$ cat src/rtl/fetch_unit.sv
// Multi-cycle instruction fetch stage: owns the PC, runs the imem req/rvalid handshake and
// presents the latched instruction plus decoded fields to the control unit.
//
// state    | meaning
// S_BOOT   | one idle cycle after reset before the first fetch
// S_REQ    | imem_req pulse, address = pc
// S_WAIT   | waiting for imem_rvalid, timeout counter running
// S_EXEC   | instr valid, waiting for ex_done to pick the next pc
// S_FAULT  | terminal until reset (misaligned target or imem timeout)
module fetch_unit #(
  parameter logic [31:0] RESET_PC       = 32'h0000_0000,
  parameter int unsigned TIMEOUT_CYCLES = 16
) (
  input  logic        clk,
  input  logic        rst_n,
  output logic        imem_req,
  output logic [31:0] imem_addr,
  input  logic        imem_rvalid,
  input  logic [31:0] imem_rdata,
  input  logic        ex_done,
  input  logic        branch,
  input  logic        jump,
  input  logic [1:0]  pc_src,
  input  logic        branch_taken,
  input  logic [31:0] branch_target,
  input  logic [31:0] jalr_target,
  output logic        instr_valid,
  output logic [31:0] instr,
  output logic [6:0]  opcode,
  output logic [2:0]  funct3,
  output logic [6:0]  funct7,
  output logic [4:0]  rd,
  output logic [4:0]  rs1,
  output logic [4:0]  rs2,
  output logic [31:0] pc,
  output logic [31:0] retired_count,
  output logic        fault,
  output logic [1:0]  fault_code
);

  localparam int CW = $clog2(TIMEOUT_CYCLES + 1);
  localparam logic [31:0] NOP = 32'h0000_0013;

  typedef enum logic [2:0] {
    S_BOOT  = 3'd0,
    S_REQ   = 3'd1,
    S_WAIT  = 3'd2,
    S_EXEC  = 3'd3,
    S_FAULT = 3'd4
  } state_t;

  state_t        state_q, state_d;
  logic [31:0]   pc_q, pc_d;
  logic [31:0]   instr_q, instr_d;
  logic [31:0]   retired_q, retired_d;
  logic [1:0]    fault_code_q, fault_code_d;
  logic [CW-1:0] cnt_q, cnt_d;
  logic [31:0]   next_pc;

  always_ff @(posedge clk) begin
    if (!rst_n) begin
      state_q      <= S_BOOT;
      pc_q         <= RESET_PC;
      instr_q      <= NOP;
      retired_q    <= 32'd0;
      fault_code_q <= 2'b00;
      cnt_q        <= '0;
    end else begin
      state_q      <= state_d;
      pc_q         <= pc_d;
      instr_q      <= instr_d;
      retired_q    <= retired_d;
      fault_code_q <= fault_code_d;
      cnt_q        <= cnt_d;
    end
  end

  // Redirect priority: JALR, then JAL, then taken branch, then sequential.
  always_comb begin
    next_pc = pc_q + 32'd4;
    if (jump && pc_src == 2'b10)
      next_pc = jalr_target & ~32'd1;
    else if (jump && pc_src == 2'b01)
      next_pc = branch_target;
    else if (branch && branch_taken)
      next_pc = branch_target;
  end

  always_comb begin
    state_d      = state_q;
    pc_d         = pc_q;
    instr_d      = instr_q;
    retired_d    = retired_q;
    fault_code_d = fault_code_q;
    cnt_d        = cnt_q;
    case (state_q)
      S_BOOT: state_d = S_REQ;
      S_REQ: begin
        cnt_d   = '0;
        state_d = S_WAIT;
      end
      S_WAIT: begin
        // A response on the last allowed cycle still wins over the timeout.
        if (imem_rvalid) begin
          instr_d = imem_rdata;
          state_d = S_EXEC;
        end else begin
          cnt_d = cnt_q + CW'(1);
          if (cnt_q == CW'(TIMEOUT_CYCLES - 1)) begin
            fault_code_d = 2'b10;
            state_d      = S_FAULT;
          end
        end
      end
      S_EXEC: begin
        if (ex_done) begin
          retired_d = retired_q + 32'd1;
          if (next_pc[1:0] != 2'b00) begin
            fault_code_d = 2'b01;
            state_d      = S_FAULT;
          end else begin
            pc_d    = next_pc;
            state_d = S_REQ;
          end
        end
      end
      S_FAULT: state_d = S_FAULT;
      default: state_d = S_FAULT;
    endcase
  end

  assign imem_req      = (state_q == S_REQ);
  assign instr_valid   = (state_q == S_EXEC);
  assign imem_addr     = pc_q;
  assign pc            = pc_q;
  assign instr         = instr_q;
  assign retired_count = retired_q;
  assign fault         = (state_q == S_FAULT);
  assign fault_code    = fault_code_q;

  assign opcode = instr_q[6:0];
  assign rd     = instr_q[11:7];
  assign funct3 = instr_q[14:12];
  assign rs1    = instr_q[19:15];
  assign rs2    = instr_q[24:20];
  assign funct7 = instr_q[31:25];

endmodule

$ cat config.mk
export PLATFORM = sky130hd
export DESIGN_NAME = fetch_unit
export DESIGN_NICKNAME = d
export VERILOG_FILES = /design/src/rtl/fetch_unit.sv
export SDC_FILE = /design/constraint.sdc
export NUM_CORES = 1
export LEC_CHECK = 0
export CAP_MARGIN = 20
export CORE_ASPECT_RATIO = 0.5
export CORE_MARGIN = 8
export CORE_UTILIZATION = 58
export CTS_CLUSTER_DIAMETER = 80
export DETAILED_ROUTE_END_ITERATION = 16
export DONT_BUFFER_PORTS = 1
export PLACE_DENSITY = 0.81
export SLEW_MARGIN = 20
export SYNTH_ARGS = -nofsm -noshare
export SYNTH_HDL_FRONTEND = slang
export SYNTH_SLANG_ARGS = --single-unit
$ cat constraint.sdc
create_clock -name clk -period 2.1 [get_ports clk]
set_input_delay 0.63 -clock clk [delete_from_list [all_inputs] [get_ports clk]]
set_output_delay 0.63 -clock clk [all_outputs]
set_load 0.01 [all_outputs]
==> run_results.csv <==
group,metric,value,unit
outcome,status,"complete, no violations",
min_path,hold_path.class,"in -> reg",
route,vias,5600,
synthesis,syn-num-nets,882,
floorplan,die_h,89.5,um
layout,final_common_cell,"nand2_1",
synthesis,synth_area,6270,um^2
synthesis,yosysWarnings,0,
layout,final_cell_mix,"nand2_1, dfxtp_1, buf_4",
synthesis,avgSynthCellArea,8.12,um^2
clock_tree,clk_latency,0.34,ns
timing,finalCritPeriodShare,92.6,%
clock_tree,cts_tree,"built",
timing,fin_ws,0.156,ns
clock_tree,path_clk_slew,0.08,ns
timing,final-hold-violation-count,0,
timing,worst_pin_slew,0.454,ns
place,hpwl,13000,um
layout,area_growth,4.97,%
job,drv_cap,0,
clock_tree,clock-sinks,106,
power_and_ir_drop,p_leak,2.55,nW
synthesis,ys_ff_latch,106,
setup_path,critPathMaxFanout,14,
clock_tree,cts_buffer_depth,2,
synthesis,ys_seq_area_share,33.8,%
layout,fillers,904,
route,drc_errors,0,
setup_path,cp-start-kind,"register",
floorplan,ios,270,
synthesis,synth_cell_types,68,
setup_path,required,2.34,ns
floorplan,die_x,163,um
power_and_ir_drop,p_total,4.23,mW
setup_path,crit_type,"reg -> reg",
timing,grt_setup_unrepaired,"false",
timing,setup_viol,0,
layout,post-route-util,63.5,%
synthesis,synth_top_area_cell,"dfxtp_1",
timing,fin_tns_setup,0,ns
synthesis,synth_top_area_share,33.8,%
layout,nets,845,
place,gp_congestion,0.874,
timing,holdWs,0.371,ns
synthesis,netlist_instances,773,
timing,relSlewSlack,69.7,%
route,first_pass_iters,5,
timing,finalMaxSlewViolations,0,
route,wirelength,17700,um
power_and_ir_drop,cellPowerDensity,642,nW/um^2
floorplan,placeableCoreArea,10400,um^2
synthesis,async_flop_share,0,%
grt,grt_max_degree,118,
setup_path,worstPathArrival,2.19,ns
clock_tree,htree_levels,3,
place,io_buffers,0,
route,dr.first_iter.drc_count,455,
grt,grt_overflow,0,
clock_tree,clockRootBuffer,"clkbuf_16",
synthesis,ys_top_cells_by_area,"dfxtp_1, nand2_1, buf_4",
timing,fmax,514,MHz
synthesis,synth_edf_count,0,
clock_tree,cts_buffers,9,
route,wl_per_cell,20.1,um
floorplan,row_count,26,
timing,finClkSkew,0.0116,ns
grt,grt_pass1_wl,28000,um
synthesis,synth-main-ff-cell,"dfxtp_1",
setup_path,crit_path_end_kind,"register",
floorplan,die_area,14600,um^2
timing,period_needed,1.94,ns
grt,grt_use_total,23.4,%
floorplan,start_util,60.5,%
route,final_antenna_net_count,0,
grt,grt_pass1_vias,5518,
layout,diodes,0,
grt,antenna_found_initial,0,
route,via_per_inst,6.36,
layout,layout-drive-gt1-share,14.6,%
place,dp_slack,-0.0472,ns
power_and_ir_drop,peakVddDrop,0.404,mV
## path summary, 6_finish.rpt
path	slack, ns	from	cells past startpoint	endpoint
setup / recovery	0.16	state_q[0]	6	retired_count[14]
hold / removal	0.37	rst_n	1	instr[0]
setup reg to reg	0.16	state_q[0]	6	retired_count[14]
hold reg to reg	0.48	cnt_q[3]	2	cnt_q[3]
## report_power, final
part	leakage [nW]	internal, mW	total, mW	switching, mW
Combinational	1.56	0.198	0.464	0.266
Clock	0.135	0.825	1.63	0.802
Sequential	0.856	2.06	2.14	0.0824
Total	2.55	3.08	4.23	1.15
## logic make-up (layout without fill, tap and decap cells)
group           Yosys count  in the layout  synth area share [%]
compound gates          187            187                  21.6
simple gates            307            307                  25.6
buf+inv                 129             97                  12.5
fa+ha+maj                 4              4                 0.798
mux                       7              7                  1.12
flops                   106            106                  33.8
xor+xnor                 33             33                  4.61
## timing repair
action                                  CTS  global route
setup buffers                             0             1
gates resized for setup                   0             0
endpoints found under the setup margin    0             7
hold buffers                              0             0
## through the flow
| stage | cells | instance area [um^2] |
|---|---|---|
| finish | 881 | 6590 |
| global route | 881 | 6590 |
| global placement | 864 | 6290 |
| floorplan | 773 | 6270 |
| detailed placement | 864 | 6290 |
| CTS | 880 | 6580 |
## cell usage after synthesis (4+ instances only)
master	n
a211oi_1	7
a21boi_0	34
a21o_1	4
a21oi_1	22
a2bb2oi_1	10
a31o_2	4
a31oi_1	11
and2_1	30
and3_1	7
and4_1	7
buf_2	5
buf_4	66
buf_6	4
clkbuf_1	39
dfxtp_1	106
ha_1	4
inv_1	11
mux2i_1	7
nand2_1	133
nand2b_1	7
nand3_1	31
nand4_1	18
nor2_1	19
nor3_1	12
nor3b_1	4
nor4_1	11
o211a_1	4
o21a_1	4
o21ai_0	31
o221a_2	5
o22ai_1	4
o311ai_0	13
o31a_1	6
o31ai_1	4
or3_1	4
xnor2_1	16
xor2_1	17
## worst max-delay path: stages, from the launching register on
cell,delay (ns)
dfxtp_1,0.49
and4b_1,0.30
buf_4,0.25
nand3_1,0.25
nor4_1,0.30
xor2_1,0.10
and2_1,0.16
## state kept, by name, summed over array words and instances, names as in the netlist
| name | flops |
|---|---|
| cnt_q | 5 |
| imem_addr | 32 |
| retired_count | 32 |
| instr | 32 |
| fault_code | 2 |
| state_q | 3 |
## metal layers
layer | wire, um | vias to the layer above | global-route usage [%]
met5 | 0 | - | 0
met3 | 1770 | 28 | 7.40
met4 | 269 | 0 | 6.78
li1 | - | 2634 | -
met1 | 7030 | 2644 | 26.9
met2 | 8650 | 294 | 41.8
## area by class of cell
cell class / count / area, um^2 / share of cell area [%]
well taps: 140 / 175 / 2.66
multi-input cells: 538 / 3380 / 51.3
repair buffers: 70 / 588 / 8.93
inverters: 11 / 41.3 / 0.627
clock buffers: 9 / 225 / 3.42
clock inverters: 7 / 57.6 / 0.874
flip-flops and latches: 106 / 2120 / 32.2
No activity file was read; power rests on OpenSTA's default activity.
